==> src/rtl/lcd_bus_pkg.sv <==
// Shared definitions for the HD44780-style 4-bit LCD write bus (lcd_init / lcd_bus_rx).
package lcd_bus_pkg;

    typedef enum logic [1:0] {
        S_BYTE8,
        S_HI,
        S_LO
    } rx_state_e;

    localparam logic [7:0] CMD_CLEAR = 8'h01;
    localparam logic [7:0] CMD_HOME  = 8'h02;
    localparam logic [7:0] CMD_ENTRY = 8'h04;
    localparam logic [7:0] CMD_FUNC  = 8'h20;
    localparam logic [7:0] CMD_DDRAM = 8'h80;

    localparam logic [6:0] ADDR_LINE0_END   = 7'h27;
    localparam logic [6:0] ADDR_LINE1_START = 7'h40;
    localparam logic [6:0] ADDR_LINE1_END   = 7'h67;

    // Two-line DDRAM wrap; addresses outside both lines just step modulo 128.
    function automatic logic [6:0] addr_step(input logic [6:0] addr, input logic inc);
        if (inc) begin
            if (addr == ADDR_LINE0_END) return ADDR_LINE1_START;
            if (addr == ADDR_LINE1_END) return 7'h00;
            return addr + 7'd1;
        end
        if (addr == ADDR_LINE1_START) return ADDR_LINE0_END;
        if (addr == 7'h00) return ADDR_LINE1_END;
        return addr - 7'd1;
    endfunction

endpackage

==> src/rtl/lcd_bus_sync.sv <==
// 2-FF synchronizers for LCD_E / LCD_D plus E falling-edge detect.
module lcd_bus_sync (
    input  logic       CLK,
    input  logic       RST_N,
    input  logic       LCD_E,
    input  logic [4:0] LCD_D,
    output logic       e_fall,
    output logic [3:0] nib,
    output logic       rs
);

    logic       e1_q, e1_d, e2_q, e2_d, e3_q, e3_d;
    logic [4:0] d1_q, d1_d, d2_q, d2_d, hold_q, hold_d;

    always_comb begin
        e1_d   = LCD_E;
        e2_d   = e1_q;
        e3_d   = e2_q;
        d1_d   = LCD_D;
        d2_d   = d1_q;
        // Keep the data seen in the last synced cycle with E high.
        hold_d = e2_q ? d2_q : hold_q;
    end

    always_ff @(posedge CLK or negedge RST_N) begin
        if (!RST_N) begin
            e1_q   <= 1'b0;
            e2_q   <= 1'b0;
            e3_q   <= 1'b0;
            d1_q   <= 5'h00;
            d2_q   <= 5'h00;
            hold_q <= 5'h00;
        end else begin
            e1_q   <= e1_d;
            e2_q   <= e2_d;
            e3_q   <= e3_d;
            d1_q   <= d1_d;
            d2_q   <= d2_d;
            hold_q <= hold_d;
        end
    end

    assign e_fall = e3_q & ~e2_q;
    assign nib    = hold_q[3:0];
    assign rs     = hold_q[4];

endmodule

==> src/rtl/lcd_bus_rx.sv <==
// HD44780 4-bit write-bus receiver with shadow DDRAM address counter.
// Optional strobe timing check enabled by defining LCD_BUS_RX_TIMING_CHECK_EN.
module lcd_bus_rx
    import lcd_bus_pkg::*;
#(
    parameter int unsigned BUSY_CYCLES = 1850
) (
    input  logic       CLK,
    input  logic       RST_N,
    input  logic [4:0] LCD_D,
    input  logic       LCD_E,
    output logic       rx_valid,
    output logic       rx_rs,
    output logic [7:0] rx_byte,
    output logic       char_valid,
    output logic [7:0] char_code,
    output logic [6:0] char_addr,
    output logic       clear_pulse,
    output logic       mode4,
    output logic       busy_err
);

    logic       e_fall, s_rs;
    logic [3:0] s_nib;

    lcd_bus_sync u_sync (
        .CLK    (CLK),
        .RST_N  (RST_N),
        .LCD_E  (LCD_E),
        .LCD_D  (LCD_D),
        .e_fall (e_fall),
        .nib    (s_nib),
        .rs     (s_rs)
    );

    rx_state_e  state_q, state_d;
    logic       mode4_q, mode4_d, hi_rs_q, hi_rs_d, id_q, id_d;
    logic [3:0] hi_nib_q, hi_nib_d;
    logic [6:0] addr_q, addr_d, char_addr_q, char_addr_d;
    logic       rx_valid_q, rx_valid_d, rx_rs_q, rx_rs_d;
    logic       char_valid_q, char_valid_d, clear_q, clear_d;
    logic [7:0] rx_byte_q, rx_byte_d, char_code_q, char_code_d;
    logic       byte_done, b_rs;
    logic [7:0] b;

    always_comb begin
        state_d      = state_q;
        mode4_d      = mode4_q;
        hi_nib_d     = hi_nib_q;
        hi_rs_d      = hi_rs_q;
        id_d         = id_q;
        addr_d       = addr_q;
        rx_rs_d      = rx_rs_q;
        rx_byte_d    = rx_byte_q;
        char_code_d  = char_code_q;
        char_addr_d  = char_addr_q;
        rx_valid_d   = 1'b0;
        char_valid_d = 1'b0;
        clear_d      = 1'b0;
        byte_done    = 1'b0;
        b            = 8'h00;
        b_rs         = 1'b0;

        if (e_fall) begin
            case (state_q)
                S_BYTE8: begin
                    byte_done = 1'b1;
                    b         = {s_nib, 4'h0};
                    b_rs      = s_rs;
                    if (!s_rs && s_nib == CMD_FUNC[7:4]) begin
                        state_d = S_HI;
                        mode4_d = 1'b1;
                    end
                end
                S_HI: begin
                    hi_nib_d = s_nib;
                    hi_rs_d  = s_rs;
                    state_d  = S_LO;
                end
                S_LO: begin
                    byte_done = 1'b1;
                    b         = {hi_nib_q, s_nib};
                    b_rs      = hi_rs_q;
                    state_d   = S_HI;
                    // Function Set with DL=1 drops back to 8-bit mode.
                    if (!hi_rs_q && hi_nib_q == 4'h3) begin
                        state_d = S_BYTE8;
                        mode4_d = 1'b0;
                    end
                end
                default: state_d = S_BYTE8;
            endcase
        end

        if (byte_done) begin
            rx_valid_d = 1'b1;
            rx_byte_d  = b;
            rx_rs_d    = b_rs;
            if (b_rs) begin
                char_valid_d = 1'b1;
                char_code_d  = b;
                char_addr_d  = addr_q;
                addr_d       = addr_step(addr_q, id_q);
            end else if ((b & CMD_DDRAM) != 8'h00) begin
                addr_d = b[6:0];
            end else if (b[6:3] != 4'h0) begin
                addr_d = addr_q;
            end else if ((b & CMD_ENTRY) != 8'h00) begin
                id_d = b[1];
            end else if ((b & CMD_HOME) != 8'h00) begin
                addr_d = 7'h00;
            end else if (b == CMD_CLEAR) begin
                addr_d  = 7'h00;
                id_d    = 1'b1;
                clear_d = 1'b1;
            end
        end
    end

    always_ff @(posedge CLK or negedge RST_N) begin
        if (!RST_N) begin
            state_q      <= S_BYTE8;
            mode4_q      <= 1'b0;
            hi_nib_q     <= 4'h0;
            hi_rs_q      <= 1'b0;
            id_q         <= 1'b1;
            addr_q       <= 7'h00;
            rx_valid_q   <= 1'b0;
            rx_rs_q      <= 1'b0;
            rx_byte_q    <= 8'h00;
            char_valid_q <= 1'b0;
            char_code_q  <= 8'h00;
            char_addr_q  <= 7'h00;
            clear_q      <= 1'b0;
        end else begin
            state_q      <= state_d;
            mode4_q      <= mode4_d;
            hi_nib_q     <= hi_nib_d;
            hi_rs_q      <= hi_rs_d;
            id_q         <= id_d;
            addr_q       <= addr_d;
            rx_valid_q   <= rx_valid_d;
            rx_rs_q      <= rx_rs_d;
            rx_byte_q    <= rx_byte_d;
            char_valid_q <= char_valid_d;
            char_code_q  <= char_code_d;
            char_addr_q  <= char_addr_d;
            clear_q      <= clear_d;
        end
    end

`ifdef LCD_BUS_RX_TIMING_CHECK_EN
    localparam int unsigned LONG_CYCLES = 82 * BUSY_CYCLES / 2;

    logic [31:0] gap_q, gap_d;
    logic        seen_q, seen_d, long_q, long_d, busy_q, busy_d;

    always_comb begin
        gap_d  = (gap_q == 32'hFFFF_FFFF) ? gap_q : gap_q + 32'd1;
        seen_d = seen_q;
        long_d = long_q;
        busy_d = busy_q;
        if (e_fall) begin
            if (seen_q && gap_q < (long_q ? LONG_CYCLES : BUSY_CYCLES)) busy_d = 1'b1;
            long_d = 1'b0;
        end
        // Gap restarts in the cycle rx_valid is high; Clear/Home need the long wait.
        if (byte_done) begin
            gap_d  = 32'd0;
            seen_d = 1'b1;
            if (!b_rs && b[7:2] == 6'h00 && b[1:0] != 2'b00) long_d = 1'b1;
        end
    end

    always_ff @(posedge CLK or negedge RST_N) begin
        if (!RST_N) begin
            gap_q  <= 32'd0;
            seen_q <= 1'b0;
            long_q <= 1'b0;
            busy_q <= 1'b0;
        end else begin
            gap_q  <= gap_d;
            seen_q <= seen_d;
            long_q <= long_d;
            busy_q <= busy_d;
        end
    end

    assign busy_err = busy_q;
`else
    logic unused_busy_cycles;
    assign unused_busy_cycles = ^BUSY_CYCLES;
    assign busy_err           = 1'b0;
`endif

    assign rx_valid    = rx_valid_q;
    assign rx_rs       = rx_rs_q;
    assign rx_byte     = rx_byte_q;
    assign char_valid  = char_valid_q;
    assign char_code   = char_code_q;
    assign char_addr   = char_addr_q;
    assign clear_pulse = clear_q;
    assign mode4       = mode4_q;

endmodule

==> config.mk <==
export PLATFORM = sky130hd
export DESIGN_NAME = lcd_bus_rx
export DESIGN_NICKNAME = d
export VERILOG_FILES = /design/src/rtl/lcd_bus_pkg.sv /design/src/rtl/lcd_bus_sync.sv /design/src/rtl/lcd_bus_rx.sv
export SDC_FILE = /design/constraint.sdc
export NUM_CORES = 1
export LEC_CHECK = 0
export CAP_MARGIN = 5
export CELL_PAD_IN_SITES_DETAIL_PLACEMENT = 0
export CELL_PAD_IN_SITES_GLOBAL_PLACEMENT = 1
export CORE_MARGIN = 5
export CORE_UTILIZATION = 46
export DETAILED_ROUTE_END_ITERATION = 8
export PLACE_DENSITY = 0.9
export SLEW_MARGIN = 20
export SYNTH_ARGS = -nofsm -noshare
export SYNTH_HDL_FRONTEND = slang
export SYNTH_HIERARCHICAL = 1
export SYNTH_SLANG_ARGS = --single-unit
==> constraint.sdc <==
create_clock -name CLK -period 3 [get_ports CLK]
set_input_delay 0.6 -clock CLK [delete_from_list [all_inputs] [get_ports CLK]]
set_output_delay 0.6 -clock CLK [all_outputs]
set_load 0.005 [all_outputs]
* Word level (Yosys, flattened, before mapping)
Index checks and enable logic that the tools add are counted.
** Cells by class
- $add $sub $neg :: 2
- Equal/unequal tests :: 13
- Mux-type cells :: 62
- Bitwise gates (word level) :: 5
- Reductions and logical operators :: 17
** Operators with widths (count)
- 7-bit two-way mux :: 16
- 1-bit two-way mux :: 40
- 8-bit case mux with 2 select lines :: 1
- 7-bit == test (second input constant) :: 2
- 4-bit by 2-bit == test with 1-bit output (second input constant) :: 2
- 8-bit by 1-bit == test with 1-bit output (second input constant) :: 1
- 8-bit two-way mux :: 1
- 4-bit AND reduction :: 2
- 4-bit nonzero test :: 2
- 7-bit by 1-bit adder with 7-bit output (second input constant) :: 1
- 7-bit by 6-bit == test with 1-bit output (second input constant) :: 1
- 7-bit zero test :: 1
- 7-bit by 1-bit subtractor with 7-bit output (second input constant) :: 1
- 2-bit case mux with 3 select lines :: 1
- 2-bit AND reduction :: 3
- 6-bit AND reduction :: 1
- 2-bit inequality test (second input constant) :: 2
- 1-bit NOT :: 4
- 1-bit case mux with 2 select lines :: 2
- 2-bit nonzero test :: 2
- 3-bit by 1-bit inequality test with 1-bit output (second input constant) :: 1
- 3-bit inequality test (second input constant) :: 1
- 2-bit by 1-bit == test with 1-bit output (second input constant) :: 1
- 2-bit == test (second input constant) :: 1
- other kinds (7) :: 9
** Storage, ports and cells
- Register bits :: 61
- Input bits :: 8
- Output and inout bits :: 29
- Word-level logic and storage cells :: 118

* Depth between registers and ports, before layout
Gate-level depths: netlist of the first run.
- Depth in word-level cells :: 18
- Mapped depth :: 9
- Depth with buffers taken out :: 7

* Cells and area by module
Netlist of the first run, hierarchy kept.
** Modules (own cells, without submodules)
- lcd_bus_rx :: instances 1, cells each 233, area an instance 2235.9 µm², seq. area each 1077.3 µm²
- lcd_bus_sync :: instances 1, cells each 24, area an instance 515.5 µm², seq. area each 450.4 µm²

* Worst setup path before layout of the first run
No wires, ideal clock.
- Path type :: register to register
- Start point :: reg u_sync.e2_q
- End point :: reg addr_q[3]
- Library setup time :: 126 ps
- Arrival time :: 1675 ps
- Required time :: 2874 ps
- Path slack :: 1199 ps
- Cell stages (with the launch flop) :: 7
- Path buffers :: 1
- Clock period less this slack :: 1801 ps
- Cells stage by stage :: dfrtp_1 and2b_2 and3b_1 clkbuf_2 nand4_2 and2_1 a221o_1
** On the way
- Word-level cells in the longest chain between the ends :: 8
- Elaborated cells on any way between the ends :: 16
- Those cells by class :: eq/ne (3); mux (8); bitwise (2); reduce/logical (3)
** Ends and longest elaborated chain
- start, declared :: line lcd_bus_sync.sv:12 : logic e1_q, e1_d, e2_q, e2_d, e3_q, e3_d;
- start signal, assigned :: line lcd_bus_sync.sv:28 : e2_q <= 1'b0;
- start signal, assigned :: line lcd_bus_sync.sv:35 : e2_q <= e2_d;
- 1-bit NOT (*) :: line lcd_bus_sync.sv:43 : assign e_fall = e3_q & ~e2_q;
- 1-bit AND (*) :: line lcd_bus_sync.sv:43
- net e_fall :: line lcd_bus_rx.sv:23 : logic e_fall, s_rs;
- 8-bit two-way mux :: line lcd_bus_rx.sv:64 : if (e_fall) begin
- 7-bit two-way mux :: line lcd_bus_rx.sv:110 : end else if ((b & CMD_HOME) != 8'h00) begin
- 7-bit two-way mux :: line lcd_bus_rx.sv:108 : end else if ((b & CMD_ENTRY) != 8'h00) begin
- 7-bit two-way mux :: line lcd_bus_rx.sv:106 : end else if (b[6:3] != 4'h0) begin
- 7-bit two-way mux :: line lcd_bus_rx.sv:104 : end else if ((b & CMD_DDRAM) != 8'h00) begin
- 7-bit two-way mux :: line lcd_bus_rx.sv:99 : if (b_rs) begin
- end signal, assigned :: line lcd_bus_rx.sv:141 : addr_q <= addr_d;
- end, declared :: line lcd_bus_rx.sv:39 : logic [6:0] addr_q, addr_d, char_addr_q, char_addr_d;
Mark *: on every way through the listed nets, which the timed path passes. The rest lies on a longest branch. The select of a mux whose other input is x is not followed.
A chain may end at the register's enable or synchronous reset.

* Final worst setup path of the first run
- Start point :: reg state_q[1]
- End point :: reg addr_q[0]
** On the way
- Word-level cells in the longest chain between the ends :: 8
- Elaborated cells on any way between the ends :: 20
- Those cells by class :: eq/ne (4); mux (11); reduce/logical (5)
** Ends and longest elaborated chain
- start, declared :: line lcd_bus_rx.sv:36 : rx_state_e state_q, state_d;
- start signal, assigned :: line lcd_bus_rx.sv:136 : state_q <= state_d;
- 2-bit == test / 2-bit zero test (equally long branches) :: line lcd_bus_rx.sv:65 : case (state_q)
- 8-bit case mux with 2 select lines :: line lcd_bus_rx.sv:65
- 8-bit two-way mux :: line lcd_bus_rx.sv:64
- 7-bit two-way mux :: line lcd_bus_rx.sv:110
- 7-bit two-way mux :: line lcd_bus_rx.sv:108
- 7-bit two-way mux :: line lcd_bus_rx.sv:106
- 7-bit two-way mux :: line lcd_bus_rx.sv:104
- 7-bit two-way mux :: line lcd_bus_rx.sv:99
Parallel ways exist; a longest one is shown, timed or not. The select of a mux whose other input is x is not followed.

==> qor.yml, run 1 <==
synth:
  synth-edff-count: 0
  synth.net_count: 267
  yosysSeqAreaShare_pct: 55.5
  ys_types: 60
  ys.warnings.count: 6
  postSynthAreaPerCell_um2: 10.7
  netlist_top_cells_area: "dfrtp_1 55%, nand2_1 6.0%, mux2_2 4.5%"
  ys_top_cells_by_count: "60 x dfrtp_1, 44 x nand2_1, 11 x clkbuf_1, 11 x mux2_2, 11 x o21ai_0"
  synth_area_leader_cell: "dfrtp_1"
  syn_area_mm2: 0.00275
  synthCells: 257
  synth_top_flop_cell: "dfrtp_1"
  ys_ff_latch: 61
  async_flop_share_pct: 100
  synth_most_common_cell: "dfrtp_1"
  synth_top_area_share_pct: 54.6
setup_path:
  path_class: "flip-flop to flip-flop"
  r2r_setup_slack_ps: 750
  cp.arrival_ps: 2510
  r2r_cells: 4
  path_max_fanout: 22
  timing.rr.start: "state_q[1]"
  required_ps: 3270
  start_kind: "flip-flop"
  timing.rr.end: "addr_q[0]"
  crit_path_end_kind: "flip-flop"
floorplan:
  ios: 37
  floorplan.initialDensity_pct: 46.7
  core_area_mm2: 0.00589
  die_y_um: 87.3
  dieArea_mm2: 0.00763
  die_w_um: 87.3
  rows: 28
worst_hold_path:
  hold_path.class: "flip-flop to flip-flop"
  hold-path-endpoint: "u_sync/d2_q[0]"
  holdPathStages: 0
  min_from: "u_sync/d1_q[0]"
layout:
  fin_nets: 300
  num_antenna_cells: 0
  drive_above_1_share_pct: 13.9
  syn_to_final_growth_pct: 20.6
  multi_input_area_mm2: 0.00111
  seqCellArea_mm2: 0.00153
  fillerInstances: 526
  stdcell_area_mm2: 0.00332
routing:
  drt_iter0_drc: 118
  drtPass1Iterations: 4
  antenna_left: 0
  num_vias: 2074
  via_per_inst: 5.61
  wl_mm: 5.80
  drc_errors: 0
  post_drt_wl_per_cell_um: 15.7
timing:
  fin_skew_ps: 8.17
  setup_viol: 0
  maxSlewHeadroom_pct: 39.7
  finalHoldViolations: 0
  period_needed_ps: 2250
  whs_ps: 345
  finalCritPeriodShare_pct: 74.8
  fmax_ghz: 0.445
  tightest_slew_ps: 904
  setup_tns_ps: 0
  rsz0062_at_grt: "no"
  maxSlewViolCount: 0
placed_design:
  port_buffers: 35
  dp_hpwl_mm: 3.97
  gp_congestion: 0.853
  dpl_cell_area_mm2: 0.00314
clock_network:
  clk_pin_slew_ps: 80
  post_cts_buffers: 0
  cts_resized: 0
  cts-htree-levels: 3
  cts_buffers: 9
  insertion_delay_ps: 350
  cts_sinks: 61
  cts_buffer_depth: 2
  cts_tree: "done"
  ctsHoldBuffers: 0
  cts_root_buf: "clkbuf_8"
status:
  status: "complete, no violations"
run:
  maxCapViolations: 0
pwr:
  vdd_ir_drop_max_mv: 0.399
  power_density_mw_per_mm2: 853
  leakage_nw: 1.46
  power_mw: 2.83
global_routing:
  gr-usage-all-layers_pct: 16.7
  grt_max_degree: 42
  grt_pass1_vias: 1992
  antenna_found_initial: 0
  gr-total-overflow: 0
  grt_pass1_wl_mm: 9.78
[per-layer routing]
metal  vias to the layer above  GRT usage [%]  part of all wire (%)  wire length, um
met2                        53           25.3                    48             2780
li1                        989              -                     -                -
met1                      1021           22.3                    45             2580
met3                        11           5.11                   6.0              350
met4                         0           6.56                   1.5               86
met5                         -              0                     0                0
[kinds of logic (layout without fill, tap and decap cells)]
group	count (synthesis)	in the layout	synth area share, %
XOR/XNOR	2	2	0.637
AND/OR/NAND/NOR	92	92	17.2
AO/OA/AOI/OAI	56	56	14.8
buffers and inverters	26	64	4.09
adder cells (fa/ha/maj)	2	2	0.909
multiplexers	17	17	6.68
flip-flops	61	61	55.5
other	1	1	0.136
[how the worst max path moves through the flow]
stage,from,to,slack [ps]
5_1_grt,u_sync/e2_q,addr_q[6],530
3_3_place_gp,u_sync/e2_q,addr_q[2],810
4_1_cts,u_sync/e2_q,addr_q[2],740
3_5_place_dp,u_sync/e2_q,addr_q[2],770
6_report,state_q[1],addr_q[0],750
2_1_floorplan,u_sync/e2_q,addr_q[3],1200
[power by group]
group,switching [mW],internal (mW),leakage [nW],total [mW]
Clock,0.346,0.301,0.0856,0.647
Combinational,0.360,0.485,0.606,0.845
Sequential,0.291,1.05,0.769,1.34
Total,0.997,1.83,1.46,2.83
[state kept, by name, indices dropped and copies added (netlist names)]
register and cells:
addr_q 7, char_addr 7, char_code 8, char_valid 1
clear_pulse 1, hi_nib_q 4, hi_rs_q 1, id_q 1
mode4 1, rx_byte 8, rx_rs 1, rx_valid 1
state_q 2, u_sync/d1_q 5, u_sync/d2_q 5, u_sync/e1_q 1
u_sync/e2_q 1, u_sync/e3_q 1, u_sync/hold_q 5
[cells in the final DEF (no fill, tap or decap), types with 2 or more instances in the layout]
master,instances
a32o_1,2
o21ai_1,2
mux2i_1,6
a21oi_1,5
a21o_1,4
nor2_1,10
clkdlybuf4s50_1,34
and3_1,5
mux2_2,11
o21ai_0,11
nand3_1,7
clkinvlp_4,2
clkinv_2,2
clkinv_4,2
nand2b_1,3
clkbuf_8,9
or3_1,2
nand2_1,44
a41oi_1,2
a32oi_1,3
inv_1,7
a211oi_1,2
inv_2,2
a22oi_1,2
o211ai_1,3
nor4b_1,2
ha_1,2
nand4_1,3
o31ai_1,4
a22o_1,2
a221o_1,3
nor3_1,4
a2bb2oi_1,2
buf_4,4
dfrtp_1,60
[critical path, cell delays in order (launching register included)]
cell	delay (ps)
dfrtp_1	840
mux2_2	430
a211oi_1	540
a32oi_1	180
a22oi_1	170
[per-stage QoR]
step / std cells / setup slack, ps / util [%]
6_report: 370 / 755 / 56.4
5_1_grt: 370 / 526 / 56.4
4_1_cts: 370 / 737 / 56.4
3_5_place_dp: 354 / 769 / 53.4
3_3_place_gp: 354 / 807 / 53.4
2_1_floorplan: 257 / 1200 / -
[cell type report]
type | instances | area share [%]
sequential | 61 | 46.1
multi-input combinational | 170 | 33.5
timing repair buffer | 39 | 11.3
clock buffer | 9 | 3.73
tap | 75 | 2.83
clock inverter | 7 | 1.55
inverter | 9 | 1.02
Note: power is estimated with default switching activity, not from simulation.
==> inputs of run 2 (changes only) <==
--- a/config.mk
+++ b/config.mk
@@ -9,9 +9,9 @@
 export CELL_PAD_IN_SITES_DETAIL_PLACEMENT = 0
 export CELL_PAD_IN_SITES_GLOBAL_PLACEMENT = 1
 export CORE_MARGIN = 5
-export CORE_UTILIZATION = 46
+export CORE_UTILIZATION = 43
 export DETAILED_ROUTE_END_ITERATION = 8
-export PLACE_DENSITY = 0.9
+export PLACE_DENSITY = 0.85
 export SLEW_MARGIN = 20
 export SYNTH_ARGS = -nofsm -noshare
 export SYNTH_HDL_FRONTEND = slang
==> constraint.sdc (replaced) <==
create_clock -name CLK -period 2.3 [get_ports CLK]
set_input_delay 0.46 -clock CLK [delete_from_list [all_inputs] [get_ports CLK]]
set_output_delay 0.46 -clock CLK [all_outputs]
set_load 0.005 [all_outputs]
==> run 2 against run 1 <==
Against the previous run:
- final cell count increased by 1.1%
- combinational power rose by 37%
- total power is 31% higher
- fmax grew 8.0%
- first-iteration DRC count is 31% higher
- worst setup slack got worse by 530 ps
==> qor.yml, run 2 (synthesis results as in run 1) <==
routing:
  wl_mm: 6.42  # +11%
  drc_errors: 0  # unchanged
  drt_iter0_drc: 155  # +31%
  post_drt_wl_per_cell_um: 17.2  # +9.5%
  via_per_inst: 5.73  # +2.2%
  num_vias: 2143  # +3.3%
  drtPass1Iterations: 4  # unchanged
  antenna_left: 0  # unchanged
timing:
  setup_viol: 0  # unchanged
  rsz0062_at_grt: "no"
  maxSlewHeadroom_pct: 61.9  # +22 points
  fmax_ghz: 0.481  # +8.0%
  setup_tns_ps: 0  # unchanged
  whs_ps: 114  # -231 ps
  finalHoldViolations: 0  # unchanged
  maxSlewViolCount: 0  # unchanged
  fin_skew_ps: 6.62  # -1.56 ps
  finalCritPeriodShare_pct: 90.4  # +16 points
  tightest_slew_ps: 568  # -336 ps
  period_needed_ps: 2080  # -166 ps
floorplan:
  ios: 37  # unchanged
  die_w_um: 90.0  # +3.0%
  rows: 29  # +3.6%
  core_area_mm2: 0.00628  # +6.7%
  floorplan.initialDensity_pct: 43.8  # -2.9 points
  die_y_um: 90.0  # +3.0%
  dieArea_mm2: 0.00810  # +6.2%
setup_path:
  path_max_fanout: 14  # -36%
  required_ps: 2550  # -720 ps
  cp.arrival_ps: 2330  # -180 ps
  crit_path_end_kind: "flip-flop"
  start_kind: "flip-flop"
  path_class: "flip-flop to flip-flop"
status:
  status: "complete, no violations"
pwr:
  power.switching_mw: 1.31  # +32%
  seqPwrFrac_pct: 47.1  # -0.2 points
  power_density_mw_per_mm2: 1110  # +30%
  p_sw_share_pct: 35.4  # +0.16 points
  p_clk_share_pct: 21.8  # -1.1 points
  p_comb_share_pct: 31.1  # +1.2 points
  leakage_nw: 1.47  # +0.80%
  p_int_mw: 2.40  # +31%
  vdd_ir_drop_max_mv: 0.617  # +55%
placed_design:
  port_buffers: 35  # unchanged
  dp_hpwl_mm: 4.46  # +12%
  gp_congestion: 0.845  # -1.0%
clock_network:
  post_cts_buffers: 0  # unchanged
  cts_buffer_depth: 2  # unchanged
  cts-htree-levels: 3  # unchanged
  cts_sinks: 61  # unchanged
  ctsHoldBuffers: 0  # unchanged
  cts_tree: "done"
  clk_pin_slew_ps: 70  # about the same
  cts_resized: 0  # unchanged
  insertion_delay_ps: 340  # about the same
  cts_buffers: 9  # unchanged
  cts_root_buf: "clkbuf_8"
layout:
  drive_above_1_share_pct: 14.1  # +0.24 points
  num_antenna_cells: 0  # unchanged
  syn_to_final_growth_pct: 21.3
  utilization_pct: 53.2  # -3.2 points
  fillerInstances: 570  # +8.4%
  fin_nets: 302  # +0.67%
  final_cell_mix: "60 x dfrtp_1, 44 x nand2_1, 34 x clkdlybuf4s50_1, 11 x mux2_2, 11 x o21ai_0"
  layout_commonest_cell: "dfrtp_1"
global_routing:
  antenna_found_initial: 0  # unchanged
  grt_pass1_wl_mm: 10.8  # +11%
  gr-total-overflow: 0  # unchanged
  grt_max_degree: 62  # +48%
  gr-usage-all-layers_pct: 16.5  # -0.13 points
  grt_pass1_vias: 2129  # +6.9%
run:
  maxCapViolations: 0  # unchanged
worst_hold_path:
  hold_path.class: "primary input to async pin"
run 2: cell count changes in the layout (fill, tap and decap cells not counted):
cell	change
clkinv_4	-2
buf_12	+1
buf_4	+1
clkbuf_1	+1
clkinv_2	+1
run 2: path summary, 6_finish.rpt:
check | from | end | slack (ps) | depth (start not counted)
worst min register to register | u_sync/d1_q[3] | u_sync/d2_q[3] | 350 | 0
min in group CLK | u_sync/d1_q[3] | u_sync/d2_q[3] | 350 | 0
worst max register to register | u_sync/e2_q | addr_q[0] | 220 | 6
worst max-delay path | u_sync/e2_q | addr_q[0] | 220 | 6
max in group asynchronous | RST_N | id_q | 1880 | 2
worst min-delay path | RST_N | char_addr[3] | 110 | 2
run 2: layer usage:
layer	up-vias	GRT usage (%)	routed length (um)	part of all wire, %
met3	15	6.43	487	7.6
met5	-	0	0	0
met1	1048	19.6	2610	41
met4	0	7.20	147	2.3
li1	994	-	-	-
met2	86	26.7	3180	50
run 2: per-stage QoR:
| stage | total power, mW | setup slack (ps) | cells | area, um^2 |
|---|---|---|---|---|
| 4_1_cts | 3.75 | 241 | 374 | 3340 |
| 5_1_grt | 3.95 | 5.75 | 374 | 3340 |
| 6_report | 3.71 | 221 | 374 | 3340 |
| 2_1_floorplan | 2.33 | 499 | 257 | 2750 |
| 3_5_place_dp | 2.91 | 261 | 358 | 3170 |
| 3_3_place_gp | 2.90 | 304 | 358 | 3170 |
run 2: final cells by class:
class | count | area [um^2] | share of cell area, %
sequential | 61 | 1530 | 45.8
clock inverter | 6 | 38.8 | 1.16
tap | 77 | 96.3 | 2.89
timing repair buffer | 41 | 403 | 12.1
multi-input combinational | 170 | 1110 | 33.3
inverter | 9 | 33.8 | 1.01
clock buffer | 10 | 128 | 3.82
run 2: worst max-delay path, stage by stage, from the launching register on:
cell	delay, ps
dfrtp_1	460
and2b_2	310
nand2b_1	170
buf_4	230
a211oi_1	470
a32oi_1	180
a22oi_1	180
run 2: power by group through the flow:
stage | Clock, mW | Combinational [mW] | Sequential, mW
6_report | 0.809 | 1.16 | 1.75
5_1_grt | 0.889 | 1.27 | 1.80
4_1_cts | 0.838 | 1.17 | 1.74
3_5_place_dp | 0 | 1.15 | 1.76
3_3_place_gp | 0 | 1.14 | 1.76
2_1_floorplan | 0 | 0.753 | 1.58
==> inputs of run 3 (changes only) <==
--- a/config.mk
+++ b/config.mk
@@ -12,7 +12,7 @@
 export CORE_UTILIZATION = 43
 export DETAILED_ROUTE_END_ITERATION = 8
 export PLACE_DENSITY = 0.85
-export SLEW_MARGIN = 20
+export SLEW_MARGIN = 5
 export SYNTH_ARGS = -nofsm -noshare
 export SYNTH_HDL_FRONTEND = slang
 export SYNTH_HIERARCHICAL = 1
==> results of run 3 <==
Same layout as run 2: the final DEF is identical, and so are final timing and power.
==> RTL change 1 (config.mk and constraints of run 2) <==
The option `LCD_BUS_RX_TIMING_CHECK_EN` is turned on by a define.
--- a/src/rtl/lcd_bus_rx.sv
+++ b/src/rtl/lcd_bus_rx.sv
@@ -2,2 +2,4 @@
 // Optional strobe timing check enabled by defining LCD_BUS_RX_TIMING_CHECK_EN.
+`define LCD_BUS_RX_TIMING_CHECK_EN
+
 module lcd_bus_rx
Check against the original RTL: not equivalent (Yosys sat finds a counterexample within 10 cycles, from zero or initial values and one cycle with RST_N low).
==> RTL change 1 against run 2 <==
- cell area is 70% higher
- worst setup slack got worse by 62 ps
- largest cell class unchanged
- sequential share of layout area is 3.5 points lower
- area after synthesis grew 76%
- hold slack got worse by 110 ps
- sequential cell count grew 35
- routed wire length rose by 68%
- power grew 39%
- sequential power up 32%
- largest power group unchanged
- non-clock buffer count up 12
- clock skew is 2.4 ps lower
- count of clock-buffer cells in the layout is 1 higher
- core utilization shrank 1.1 points
==> RTL change 1: results (changes against run 2) <==
- The wire length per cell after detailed routing is 16.26 microns (-5.3%).
- The parity-gate share of the synthesized area counting xor and xnor cells is 0.02720 (+0.02083).
- The total nets after synthesis is 501 (+88%).
- The mux cell area share after synthesis is 0.04610 (-0.02075).
- The maximum VDD drop came to 0.4308 mV (-30%).
- The arrival time of the worst setup path is 2350 ps (+20 ps).
- The maximum number of pins on one net before global-route repair is 76 (+23%).
- The number of I/O port buffers is 36 (+2.9%).
- The run finished with clean final reports.
- Counting instances in the post-synthesis netlist gives the leading cell types as 95 x sky130_fd_sc_hd__dfrtp_1, 64 x sky130_fd_sc_hd__nand2_1, 34 x sky130_fd_sc_hd__nor2_1.
- The longest individual stage delay on the worst path is 360 ps (-110 ps).
- By area the synthesized netlist is led by sky130_fd_sc_hd__dfrtp_1 49%, sky130_fd_sc_hd__nand2_1 5.0%, sky130_fd_sc_hd__ha_1 3.1%, sky130_fd_sc_hd__nor2_1 2.6%, sky130_fd_sc_hd__mux2_2 2.3%.
- The number of filler instances in the final layout was 1003 (+76%).
- The met1 demand-to-capacity share in global routing is 0.2513 (+0.05579).
- The distinct cell type count of the synthesized netlist is 65 (+8.3%).
- The combinational group share of total power is 0.248 (-0.063).
- The adder and majority gate portion of the synthesized area is 0.03108 (+0.02198).
- The slowest cell on the critical path is sky130_fd_sc_hd__nor3_1.
- The leakage power is 2.547 nW (+73%).
- The met3 capacity usage during global routing came to 0.03342 (-0.03085).
- The worst relative slew slack is 0.7012 (+0.08191).
- The sequential element share of the synthesized area came to 0.4975 (-0.05771).
- The global routing met2 resource utilization is 0.2605 (-0.006621).
- The count of cells along the worst register-to-register path is 7 (+1).
- The flip-flop and latch power was 2.31 mW (+32%).
- The all-layer global routing usage is 0.1737 (+0.008340).
- The maximum clock skew at final layout came to 4.239 ps (-2.377 ps).
- The area share of the leading cell type in the synthesized netlist came to 0.4921 (-0.05360).
- The most critical setup path has its endpoint at clear_pulse.
- The post-route met1 wirelength is 5278 microns (+100%).
- The final RePlAce weighted congestion is 0.9279 (+9.9%).
- The iteration-0 DRC count of the detailed router is 256 (+65%).
- The fraction of final layout cells sized beyond drive strength 1 is 0.1107 (-0.03073).
- The total number of vias is 3784 (+77%).
- The tree is rooted in a sky130_fd_sc_hd__clkbuf_16.
- The diode insertion count for antenna repair is 0 (unchanged).
- The highest fanout seen on the critical path is 29 (+15).
- The worst-case register-to-register setup slack is 160 ps (-60 ps).
- The net count reported at finish was 539 (+78%).
- The global-route wire length before repair is 18660 microns (+73%).
- The number of global-route vias before repair was 3704 (+74%).
- The total met2 wirelength after detailed routing is 4934 microns (+55%).
## RTL change 1: worst max-delay path: cells and delay by family (launching register included)
family          cells  cell delay, ps
compound gates      1             350
buf+inv             1             330
simple gates        5             970
flops               1             340
## RTL change 1: per-stage QoR
step           cell area, sq um  setup WS [ps]  total power [mW]  cells  hold slack [ps]
2_1_floorplan              4831          355.0             3.017    481            164.4
3_3_place_gp               5383          246.0             3.571    648            331.1
3_5_place_dp               5383          163.6             3.622    648            346.4
4_1_cts                    5689          146.8             5.190    664            2.852
5_1_grt                    5690          86.85             5.470    664            16.12
6_report                   5690          158.6             5.145    664            1.061
## RTL change 1: area by class of cell
class | count | area (sq um) | area share
clock inverter | 5 | 63.81 | 0.01121
multi-input combinational | 344 | 2250 | 0.3953
clock buffer | 11 | 242.7 | 0.04266
tap | 140 | 175.2 | 0.03078
timing repair buffer | 53 | 498.0 | 0.08751
sequential | 96 | 2405 | 0.4226
inverter | 15 | 56.30 | 0.009894
==> RTL change 2 (config.mk and constraints of run 2) <==
Without the edit above. Put one more register stage on the output `char_addr`, with the module's reset. The value now appears one clock later. The other outputs are not delayed to match.
--- a/src/rtl/lcd_bus_rx.sv
+++ b/src/rtl/lcd_bus_rx.sv
@@ -200,3 +200,9 @@
     assign char_code   = char_code_q;
-    assign char_addr   = char_addr_q;
+    always_ff @(posedge CLK or negedge RST_N) begin
+        if (!RST_N) begin
+            char_addr <= '0;
+        end else begin
+            char_addr <= char_addr_q;
+        end
+    end
     assign clear_pulse = clear_q;
Check against the original RTL: not equivalent (Yosys sat finds a counterexample within 10 cycles, from zero or initial values and one cycle with RST_N low).
==> RTL change 2 against run 2 <==
- sequential cell count increased by 7
- via count decreased by 4.8%
- sequential power increased by 3%
- first-iteration DRC count decreased by 48%
- cell area increased by 5.9%
- routed wire length decreased by 9.6%
- synthesized cell count decreased by 0.78%
- power increased by 9.1%
- clock skew increased by 1.3 ps
- count of clock-buffer cells in the layout unchanged
- area after synthesis increased by 5.4%
- largest power group unchanged
- worst setup slack got worse by 140 ps
- die area increased by 4.8%
==> RTL change 2: results (changes against run 2) <==
- The maximum clock skew at final layout came to 7.874 ps (+1.258 ps).
- The sum of net half-perimeters after detailed placement is 4073 microns (-8.6%).
- The total number of vias came to 2041 (-4.8%).
- The sequential element share of the synthesized area is 0.5871 (+0.03189).
- The number of placed instances with taps included is 366 (+2.2%).
- The met1 demand-to-capacity share in global routing is 0.1903 (-0.005271).
- The met3 capacity usage during global routing is 0.04266 (-0.02162).
- The maximum number of pins on one net before global-route repair came to 69 (+11%).
- The iteration-0 DRC count of the detailed router is 80 (-48%).
- The count of TritonRoute iterations in the first routing pass is 4 (unchanged).
- The worst-case register-to-register setup slack is 80 ps (-140 ps).
- The number of global-route vias before repair was 2099 (-1.4%).
- Ranked by total cell area, the synthesized netlist is headed by sky130_fd_sc_hd__dfrtp_1 58%, sky130_fd_sc_hd__nand2_1 5.4%, sky130_fd_sc_hd__mux2_2 4.3%, sky130_fd_sc_hd__mux2i_1 2.8%, sky130_fd_sc_hd__buf_6 1.9%.
- The final RePlAce weighted congestion is 0.8496 (+0.60%).
- In this run the clock root is driven by a sky130_fd_sc_hd__clkbuf_8.
- The arrival time of the worst setup path is 2430 ps (+100 ps).
- The fraction of final layout cells sized beyond drive strength 1 is 0.1716 (+0.03020).
- Grouping stages by cell kind, the critical path spends the most delay in simple AND/OR/NAND/NOR gates.
- The post-synthesis cell count was 255 (-0.78%).
- The longest individual stage delay on the worst path is 560 ps (+90 ps).
- The distinct cell type count of the synthesized netlist is 50 (-17%).
- The run finished with clean final reports.
- The wire length per cell after detailed routing is 15.15 microns (-12%).
- The count of cells along the worst register-to-register path is 5 (-1).
- The all-layer global routing usage was 0.1537 (-0.01170).
- The launch point of the worst reg-to-reg path is hi_nib_q[1].
- The global-route wire length before repair is 10160 microns (-6.1%).
- The total nets after synthesis is 265 (-0.75%).
- The net count reported at finish came to 308 (+2.0%).
- The endpoint identified for the worst register-to-register timing path is addr_q[2].
- By count the netlist is led by 67 x sky130_fd_sc_hd__dfrtp_1, 42 x sky130_fd_sc_hd__nand2_1, 14 x sky130_fd_sc_hd__nor2_1.
- The leakage power is 1.599 nW (+8.6%).
- The slowest stage of the critical path belongs to the cell sky130_fd_sc_hd__or4_4.
==> RTL change 2: kinds of logic (layout without fill, tap and decap cells) <==
family          Yosys count  after routing  synth area share
simple gates             96             96            0.1687
flops                    68             68            0.5871
compound gates           41             41           0.09879
buf+inv                  26             74           0.05910
mux                      19             19           0.07032
fa+ha+maj                 2              2          0.008627
xor+xnor                  2              2          0.006041
other cells               1              1          0.001293
==> RTL change 2: worst max-delay path by stage <==
stage	end	cells after the start	slack, ps
2_1_floorplan	addr_q[2]	5	140
3_3_place_gp	addr_q[2]	5	120
3_5_place_dp	addr_q[2]	5	90
4_1_cts	addr_q[2]	5	70
5_1_grt	addr_q[2]	5	1
6_report	addr_q[2]	5	80
==> RTL change 2: cell type report <==
type / count / area (sq um)
Multi-Input combinational cell: 161 / 1026
Timing Repair Buffer: 50 / 470.5
Sequential cell: 68 / 1703
Fill cell: 603 / 3146
Inverter: 8 / 35.03
Tap cell: 80 / 100.1
Clock buffer: 10 / 137.6
Clock inverter: 6 / 63.81
==> RTL change 2: per-layer routing <==
| layer | routed length [microns] | vias to the layer above |
|---|---|---|
| met4 | 89 | 0 |
| met3 | 255 | 7 |
| li1 | - | 980 |
| met1 | 2500 | 1006 |
| met2 | 2957 | 48 |
| met5 | 0 | - |
==> RTL change 2: report_power, final <==
group	total (mW)	internal, mW	switching (mW)
Combinational	1.27	0.708	0.562
Clock	0.972	0.528	0.444
Sequential	1.81	1.53	0.281
==> RTL change 2: stage by stage <==
stage	setup WS, ps	util	power [mW]	hold WS, ps	area [sq um]
finish	84.13	0.5292	4.050	132.8	3536
floorplan	136.9	-	2.530	164.4	2900
detailed placement	91.77	0.4979	3.101	335.8	3327
global placement	121.1	0.4979	3.062	331.8	3327
global route	1.029	0.5292	4.331	135.3	3536
CTS	71.63	0.5281	4.082	129.2	3528
